$ cat src/rtl/cpu_types_pkg.sv
// Shared CPU types: word alias, instruction opcode encodings (including the
// LL/SC pair) and the writeback-select encoding carried down the pipeline.
package cpu_types_pkg;

  localparam int WORD_W = 32;
  typedef logic [WORD_W-1:0] word_t;

  typedef enum logic [5:0] {
    RTYPE = 6'h00,
    J     = 6'h02,
    JAL   = 6'h03,
    BEQ   = 6'h04,
    BNE   = 6'h05,
    ADDI  = 6'h08,
    ADDIU = 6'h09,
    SLTI  = 6'h0a,
    SLTIU = 6'h0b,
    ANDI  = 6'h0c,
    ORI   = 6'h0d,
    XORI  = 6'h0e,
    LUI   = 6'h0f,
    LW    = 6'h23,
    SW    = 6'h2b,
    LL    = 6'h30,
    SC    = 6'h38,
    HALT  = 6'h3f
  } opcode_t;

  // Writeback select: which value the WB stage writes to the register file.
  localparam logic [1:0] MTR_ALU  = 2'd0;
  localparam logic [1:0] MTR_LOAD = 2'd1;
  localparam logic [1:0] MTR_PC   = 2'd2;

endpackage

$ cat src/rtl/mem_wb_latch.sv
// MEM/WB pipeline register.
// Ports: CLK, nRST (async active-low); flush clears the register, en loads
// it; rdat/aluout/pcAddr/WEN/wsel/memtoreg/halt/opcode are the next-stage
// values; wb_* are the registered outputs consumed by writeback/forwarding.
// wb_halt is sticky: once set it survives flushes and is cleared only by
// reset, so a halted core cannot be restarted by a squash.
module mem_wb_latch
  import cpu_types_pkg::*;
#(
  parameter int DATA_W = 32,
  parameter int REG_AW = 5
) (
  input  logic              CLK,
  input  logic              nRST,
  input  logic              flush,
  input  logic              en,
  input  logic [DATA_W-1:0] rdat,
  input  logic [DATA_W-1:0] aluout,
  input  logic [DATA_W-1:0] pcAddr,
  input  logic              WEN,
  input  logic [REG_AW-1:0] wsel,
  input  logic [1:0]        memtoreg,
  input  logic              halt,
  input  opcode_t           opcode,
  output logic [DATA_W-1:0] wb_rdat,
  output logic [DATA_W-1:0] wb_aluout,
  output logic [DATA_W-1:0] wb_pcAddr,
  output logic              wb_WEN,
  output logic [REG_AW-1:0] wb_wsel,
  output logic [1:0]        wb_memtoreg,
  output logic              wb_halt,
  output opcode_t           wb_opcode
);

  always_ff @(posedge CLK or negedge nRST) begin
    if (!nRST) begin
      wb_rdat     <= '0;
      wb_aluout   <= '0;
      wb_pcAddr   <= '0;
      wb_WEN      <= 1'b0;
      wb_wsel     <= '0;
      wb_memtoreg <= '0;
      wb_halt     <= 1'b0;
      wb_opcode   <= opcode_t'(0);
    end else if (flush) begin
      wb_rdat     <= '0;
      wb_aluout   <= '0;
      wb_pcAddr   <= '0;
      wb_WEN      <= 1'b0;
      wb_wsel     <= '0;
      wb_memtoreg <= '0;
      wb_opcode   <= opcode_t'(0);
    end else if (en) begin
      wb_rdat     <= rdat;
      wb_aluout   <= aluout;
      wb_pcAddr   <= pcAddr;
      wb_WEN      <= WEN;
      wb_wsel     <= wsel;
      wb_memtoreg <= memtoreg;
      wb_halt     <= wb_halt | halt;
      wb_opcode   <= opcode;
    end
  end

endmodule

$ cat src/rtl/mem_stage.sv
// Memory stage: issues data-cache requests from the EX/MEM latch, stalls the
// front of the pipeline while an access is outstanding, and fills MEM/WB.
// Ports: CLK, nRST (async active-low); exm_* EX/MEM inputs; flush/wb_en from
// the hazard unit; dmemREN/dmemWEN/dmemaddr/dmemstore request to the cache,
// dhit/dmemload response; mem_stall to the hazard unit; wb_* MEM/WB outputs;
// fsm_state exposes the access FSM (0 IDLE, 1 WAIT, 2 DONE).
// Optional: define LLSC_EN for load-linked/store-conditional support, which
// adds snoop_inv/snoop_addr.
//
// Handshake: a request is held on dmemREN/dmemWEN until the cycle dhit is
// high; that cycle completes the access and mem_stall is already low in it.
// MEM/WB advances on any cycle with wb_en & ~mem_stall.
module mem_stage
  import cpu_types_pkg::*;
#(
  parameter int DATA_W = 32,
  parameter int REG_AW = 5
) (
  input  logic              CLK,
  input  logic              nRST,
  input  logic [DATA_W-1:0] exm_aluout,
  input  logic [DATA_W-1:0] exm_wdat,
  input  logic              exm_dREN,
  input  logic              exm_dWEN,
  input  logic              exm_WEN,
  input  logic [REG_AW-1:0] exm_wsel,
  input  logic [1:0]        exm_memtoreg,
  input  logic [DATA_W-1:0] exm_pcAddr,
  input  logic              exm_halt,
  input  opcode_t           exm_opcode,
  input  logic              flush,
  input  logic              wb_en,
  output logic              dmemREN,
  output logic              dmemWEN,
  output logic [DATA_W-1:0] dmemaddr,
  output logic [DATA_W-1:0] dmemstore,
  input  logic              dhit,
  input  logic [DATA_W-1:0] dmemload,
  output logic              mem_stall,
  output logic [DATA_W-1:0] wb_rdat,
  output logic [DATA_W-1:0] wb_aluout,
  output logic [DATA_W-1:0] wb_pcAddr,
  output logic              wb_WEN,
  output logic [REG_AW-1:0] wb_wsel,
  output logic [1:0]        wb_memtoreg,
  output logic              wb_halt,
  output opcode_t           wb_opcode,
  output logic [1:0]        fsm_state
`ifdef LLSC_EN
  ,
  input  logic              snoop_inv,
  input  logic [DATA_W-1:0] snoop_addr
`endif
);

  typedef enum logic [1:0] {IDLE = 2'd0, WAIT = 2'd1, DONE = 2'd2} state_t;

  state_t            state, next_state;
  logic              memop, capture, latch_en, is_sc, sc_ok, sc_block;
  logic [DATA_W-1:0] held_load, load_val, rdat_next;

  assign is_sc = (exm_opcode == SC);

`ifdef LLSC_EN
  logic              linkvalid;
  logic [DATA_W-1:0] linkaddr;
  assign sc_ok    = linkvalid && (linkaddr == exm_aluout);
  // A failing SC never reaches the cache and completes like an ALU op.
  assign sc_block = is_sc & ~sc_ok;
`else
  assign sc_ok    = 1'b0;
  assign sc_block = 1'b0;
`endif

  assign memop     = (exm_dREN | exm_dWEN) & ~wb_halt & ~sc_block;
  assign dmemaddr  = exm_aluout;
  assign dmemstore = exm_wdat;
  assign fsm_state = state;

  // SC returns its success flag instead of cache data; capturing that flag
  // into the held register keeps it valid if MEM/WB is stalled into DONE.
  assign load_val  = is_sc ? {{(DATA_W-1){1'b0}}, sc_ok} : dmemload;
  assign rdat_next = (state == DONE) ? held_load : load_val;
  assign latch_en  = wb_en & ~mem_stall;

  always_ff @(posedge CLK or negedge nRST) begin
    if (!nRST) state <= IDLE;
    else       state <= next_state;
  end

  always_comb begin
    next_state = state;
    mem_stall  = 1'b0;
    dmemREN    = 1'b0;
    dmemWEN    = 1'b0;
    capture    = 1'b0;
    case (state)
      IDLE: begin
        if (memop) begin
          dmemWEN = exm_dWEN;
          dmemREN = exm_dREN & ~exm_dWEN;
          if (dhit) begin
            capture = 1'b1;
            if (!wb_en) next_state = DONE;
          end else begin
            mem_stall  = 1'b1;
            next_state = WAIT;
          end
        end
      end
      WAIT: begin
        dmemWEN = exm_dWEN;
        dmemREN = exm_dREN & ~exm_dWEN;
        if (dhit) begin
          capture    = 1'b1;
          next_state = wb_en ? IDLE : DONE;
        end else begin
          mem_stall = 1'b1;
        end
      end
      DONE: begin
        if (wb_en) next_state = IDLE;
      end
      default: next_state = IDLE;
    endcase
    if (flush) next_state = IDLE;
  end

  always_ff @(posedge CLK or negedge nRST) begin
    if (!nRST)        held_load <= '0;
    else if (capture) held_load <= load_val;
  end

`ifdef LLSC_EN
  // Clears are ordered after the LL set so a same-cycle invalidate wins.
  always_ff @(posedge CLK or negedge nRST) begin
    if (!nRST) begin
      linkvalid <= 1'b0;
      linkaddr  <= '0;
    end else begin
      if (capture && exm_opcode == LL) begin
        linkvalid <= 1'b1;
        linkaddr  <= exm_aluout;
      end
      if (capture && is_sc) linkvalid <= 1'b0;
      if (capture && exm_opcode == SW && exm_aluout == linkaddr) linkvalid <= 1'b0;
      if (snoop_inv && snoop_addr == linkaddr) linkvalid <= 1'b0;
    end
  end
`endif

  mem_wb_latch #(.DATA_W(DATA_W), .REG_AW(REG_AW)) u_mem_wb (
    .CLK         (CLK),
    .nRST        (nRST),
    .flush       (flush),
    .en          (latch_en),
    .rdat        (rdat_next),
    .aluout      (exm_aluout),
    .pcAddr      (exm_pcAddr),
    .WEN         (exm_WEN),
    .wsel        (exm_wsel),
    .memtoreg    (exm_memtoreg),
    .halt        (exm_halt),
    .opcode      (exm_opcode),
    .wb_rdat     (wb_rdat),
    .wb_aluout   (wb_aluout),
    .wb_pcAddr   (wb_pcAddr),
    .wb_WEN      (wb_WEN),
    .wb_wsel     (wb_wsel),
    .wb_memtoreg (wb_memtoreg),
    .wb_halt     (wb_halt),
    .wb_opcode   (wb_opcode)
  );

endmodule

$ cat config.mk
export PLATFORM = sky130hd
export DESIGN_NAME = mem_stage
export DESIGN_NICKNAME = d
export VERILOG_FILES = /design/src/rtl/cpu_types_pkg.sv /design/src/rtl/mem_wb_latch.sv /design/src/rtl/mem_stage.sv
export SDC_FILE = /design/constraint.sdc
export NUM_CORES = 1
export LEC_CHECK = 0
export CAP_MARGIN = 0
export CORE_AREA = 2 2 128 130
export CTS_CLUSTER_DIAMETER = 50
export CTS_CLUSTER_SIZE = 40
export DETAILED_ROUTE_END_ITERATION = 10
export DIE_AREA = 0 0 130 132
export PLACE_DENSITY = 0.8
export SLEW_MARGIN = 20
export SYNTH_ARGS = -nofsm -noshare
export SYNTH_HDL_FRONTEND = slang
export SYNTH_SLANG_ARGS = --single-unit
$ cat constraint.sdc
create_clock -name CLK -period 2.8 [get_ports CLK]
set_clock_uncertainty 0.05 [all_clocks]
set_input_delay 0.42 -clock CLK [delete_from_list [all_inputs] [get_ports CLK]]
set_output_delay 0.42 -clock CLK [all_outputs]
set_load 0.02 [all_outputs]
==> impl_metrics.yaml <==
critical_path:
  worstSetupPathType: "flop to output pin"
  cp.arrival_ps: 2020
  critPathCaptureType: "output pin"
  required_ps: 2330
  start_kind: "flop"
  worstPathMaxFanout: 6
placement:
  place_area_mm2: 0.00854
  gp_congestion: 0.800
  hpwl_um: 12400
  portBuffers: 265
clock_tree:
  numCtsBuffers: 17
  htreeDepth: 4
  clkTransAtPathRegs_ps: 60
  cts-root-buf: "clkbuf_16"
  cts_tree: "yes"
  cts.sinks: 145
  worstSkewPairLatency_ps: 410
  clk_path_buf_depth: 2
  ctsResizeCount: 0
floorplan:
  rows: 46
  chipWidth_um: 130
  start_util_pct: 39.1
  core_area_mm2: 0.0157
  die_height_um: 132
  dieArea_mm2: 0.0172
  io-pin-count: 330
power_and_ir_drop:
  power.share.clock_pct: 38.8
  swShare_pct: 26.5
  pwr-share-comb_pct: 17.8
  power_density_mw_per_mm2: 659
  ir_drop_mv: 0.410
  p_leak_uw: 0.00400
  p_switching_uw: 1600
  p_int_uw: 4440
  p_seq_share_pct: 43.5
routing:
  vias: 4690
  drt_wl_total_um: 17100
  dr.pass1.iters: 4
  wl_per_cell_um: 18.4
  avgViaCountPerCell: 5.05
  drtIter0Drc: 235
  drc: 0
  ant_nets: 0
synthesis:
  synth_mux_area_share_pct: 5.21
  ys_ff_latch: 145
  synth_area_per_cell_um2: 12.1
  synth_compound_area_share_pct: 19.3
  synth_most_common_cell: "dfrtp_1"
  synth-edff-count: 0
  synthCells: 507
  yosys.area_share.adder_pct: 0
  yosys-top-cells-area: "dfrtp_1, a22o_1, buf_4"
  synth_fp_nets: 657
  synth_top_family_by_area: "compound AO/OA/AOI/OAI gates"
  synth_area_leader_cell: "dfrtp_1"
  yosys.area.top_type_share_pct: 59.1
  synth-xor-area-share_pct: 0
  ys.flop_type: "dfrtp_1"
  yosys.area_share.simple_pct: 5.23
  netlist_area_mm2: 0.00614
  async_flop_share_pct: 100
  synth_cell_types: 25
  synth_commonest_cells: "dfrtp_1, a22o_1, nand2_1, buf_4, o21ai_0"
  synth_seq_area_share_pct: 59.1
  yosysWarnings: 0
global_route:
  grt_max_degree: 80
  grt.total_usage_pct: 20.2
  antenna_found_initial: 0
  grt_pass1_vias: 4918
  grt_pass1_wl_um: 26800
  grt_overflow: 0
timing:
  grt_setup_unrepaired: "false"
  relSlewSlack_pct: 60.6
  fin_crit_sh_pct: 88.9
  worstMarginPinSlew_ps: 590
  hold_violations: 0
  fin_tns_setup_ps: 0
  max_freq_ghz: 0.402
  final-setup-viol-count: 0
  finalCriticalPeriod_ps: 2490
  slew_violations: 0
cells_and_area:
  area_growth_pct: 49.2
  drive_gt1_share_pct: 6.73
  finalInstanceArea_mm2: 0.00917
  nNetsFinal: 850
  antenna_cells: 0
  fillers: 1265
outcome:
  status: "finished clean"
run:
  max_cap_violations: 0
worst_hold_path:
  hp-class: "flop to flop"
final timing paths:
kind | to | cells past startpoint | slack, ps | start
max | dmemREN | 4 | 310 | fsm_state[0]
min | held_load[2] | 2 | 430 | held_load[2]
max reg2reg | u_mem_wb.wb_pcAddr[7] | 5 | 1000 | fsm_state[1]
min reg2reg | held_load[2] | 2 | 430 | held_load[2]
max in group asynchronous | u_mem_wb.wb_aluout[17] | 3 | 1450 | nRST
min in group asynchronous | u_mem_wb.wb_rdat[17] | 2 | 520 | nRST
cell families (layout without fill, tap and decap cells):
family,count (synthesis),after routing
AOI/OAI and AO/OA,149,149
buffers and inverters,104,310
and+or+nand+nor,77,77
DFF,145,145
muxes,32,32
power groups by stage:
stage | Sequential, uW | Clock (uW) | Combinational [uW]
2_1_floorplan | 2750 | 0 | 448
3_5_place_dp | 2660 | 0 | 1090
6_report | 2620 | 2340 | 1070
4_1_cts | 2620 | 2380 | 1090
5_1_grt | 2660 | 2490 | 1170
3_3_place_gp | 2630 | 0 | 1050
through the flow:
step | utilization (%) | hold slack [ps] | std cells | worst slack (ps) | total power (uW)
2_1_floorplan | - | 74.4 | 507 | 1130 | 3200
3_3_place_gp | 54.4 | 382 | 896 | 431 | 3680
3_5_place_dp | 54.4 | 395 | 896 | 395 | 3750
4_1_cts | 58.3 | 433 | 929 | 292 | 6100
5_1_grt | 58.3 | 453 | 929 | 237 | 6320
6_report | 58.3 | 431 | 929 | 310 | 6040
routing by layer:
layer | wire length, um | up-vias | track usage [%]
met5 | 0 | - | 0
met4 | 718 | 0 | 10.2
met1 | 6670 | 2313 | 23.4
li1 | - | 2135 | -
met2 | 8530 | 191 | 33.3
met3 | 1160 | 51 | 6.57
state kept, by name, indices dropped and copies added (netlist names):
register / flops
held_load: 32
u_mem_wb.wb_aluout: 32
u_mem_wb.wb_pcAddr: 32
u_mem_wb.wb_rdat: 32
u_mem_wb.wb_opcode: 6
u_mem_wb.wb_wsel: 5
fsm_state: 2
u_mem_wb.wb_memtoreg: 2
u_mem_wb.wb_WEN: 1
u_mem_wb.wb_halt: 1
critical path, stage by stage (launching register included):
cell             delay [ps]
dfrtp_1                 560
inv_1                    80
a21oi_1                 180
and3b_1                 190
clkdlybuf4s50_1         610
layout by cell type (no fill, tap or decap), drive strengths merged:
cell | synthesis | routed
a211oi | 1 | 1
a21o | 1 | 1
a21oi | 2 | 2
a22o | 78 | 78
and2 | 1 | 1
and3b | 2 | 2
and4b | 1 | 1
buf | 94 | 11
bufinv | 0 | 3
clkbuf | 8 | 20
clkdlybuf4s50 | 0 | 264
clkinv | 0 | 6
clkinvlp | 0 | 1
dfrtp | 145 | 145
dlygate4sd3 | 0 | 1
inv | 2 | 4
mux2i | 32 | 32
nand2 | 65 | 65
nand2b | 1 | 1
nand3 | 1 | 1
nand4b | 1 | 1
nor2 | 3 | 3
nor2b | 2 | 2
o21ai | 34 | 34
o21ba | 1 | 1
o2bb2ai | 32 | 32
cell type report:
type                       instances  area (um^2)  share of cell area (%)
sequential                       145         3630                    39.6
timing repair buffer             276         2790                    30.4
multi-input combinational        258         1860                    20.3
clock buffer                      20          457                    4.98
tap                              216          270                    2.95
clock inverter                    12          156                    1.71
inverter                           2         7.51                  0.0819
what timing repair did:
item,CTS,global route
hold buffers,1,0
buffers inserted,0,0
endpoints found under the hold margin,63,0
Power figures use the tool's default switching activity.
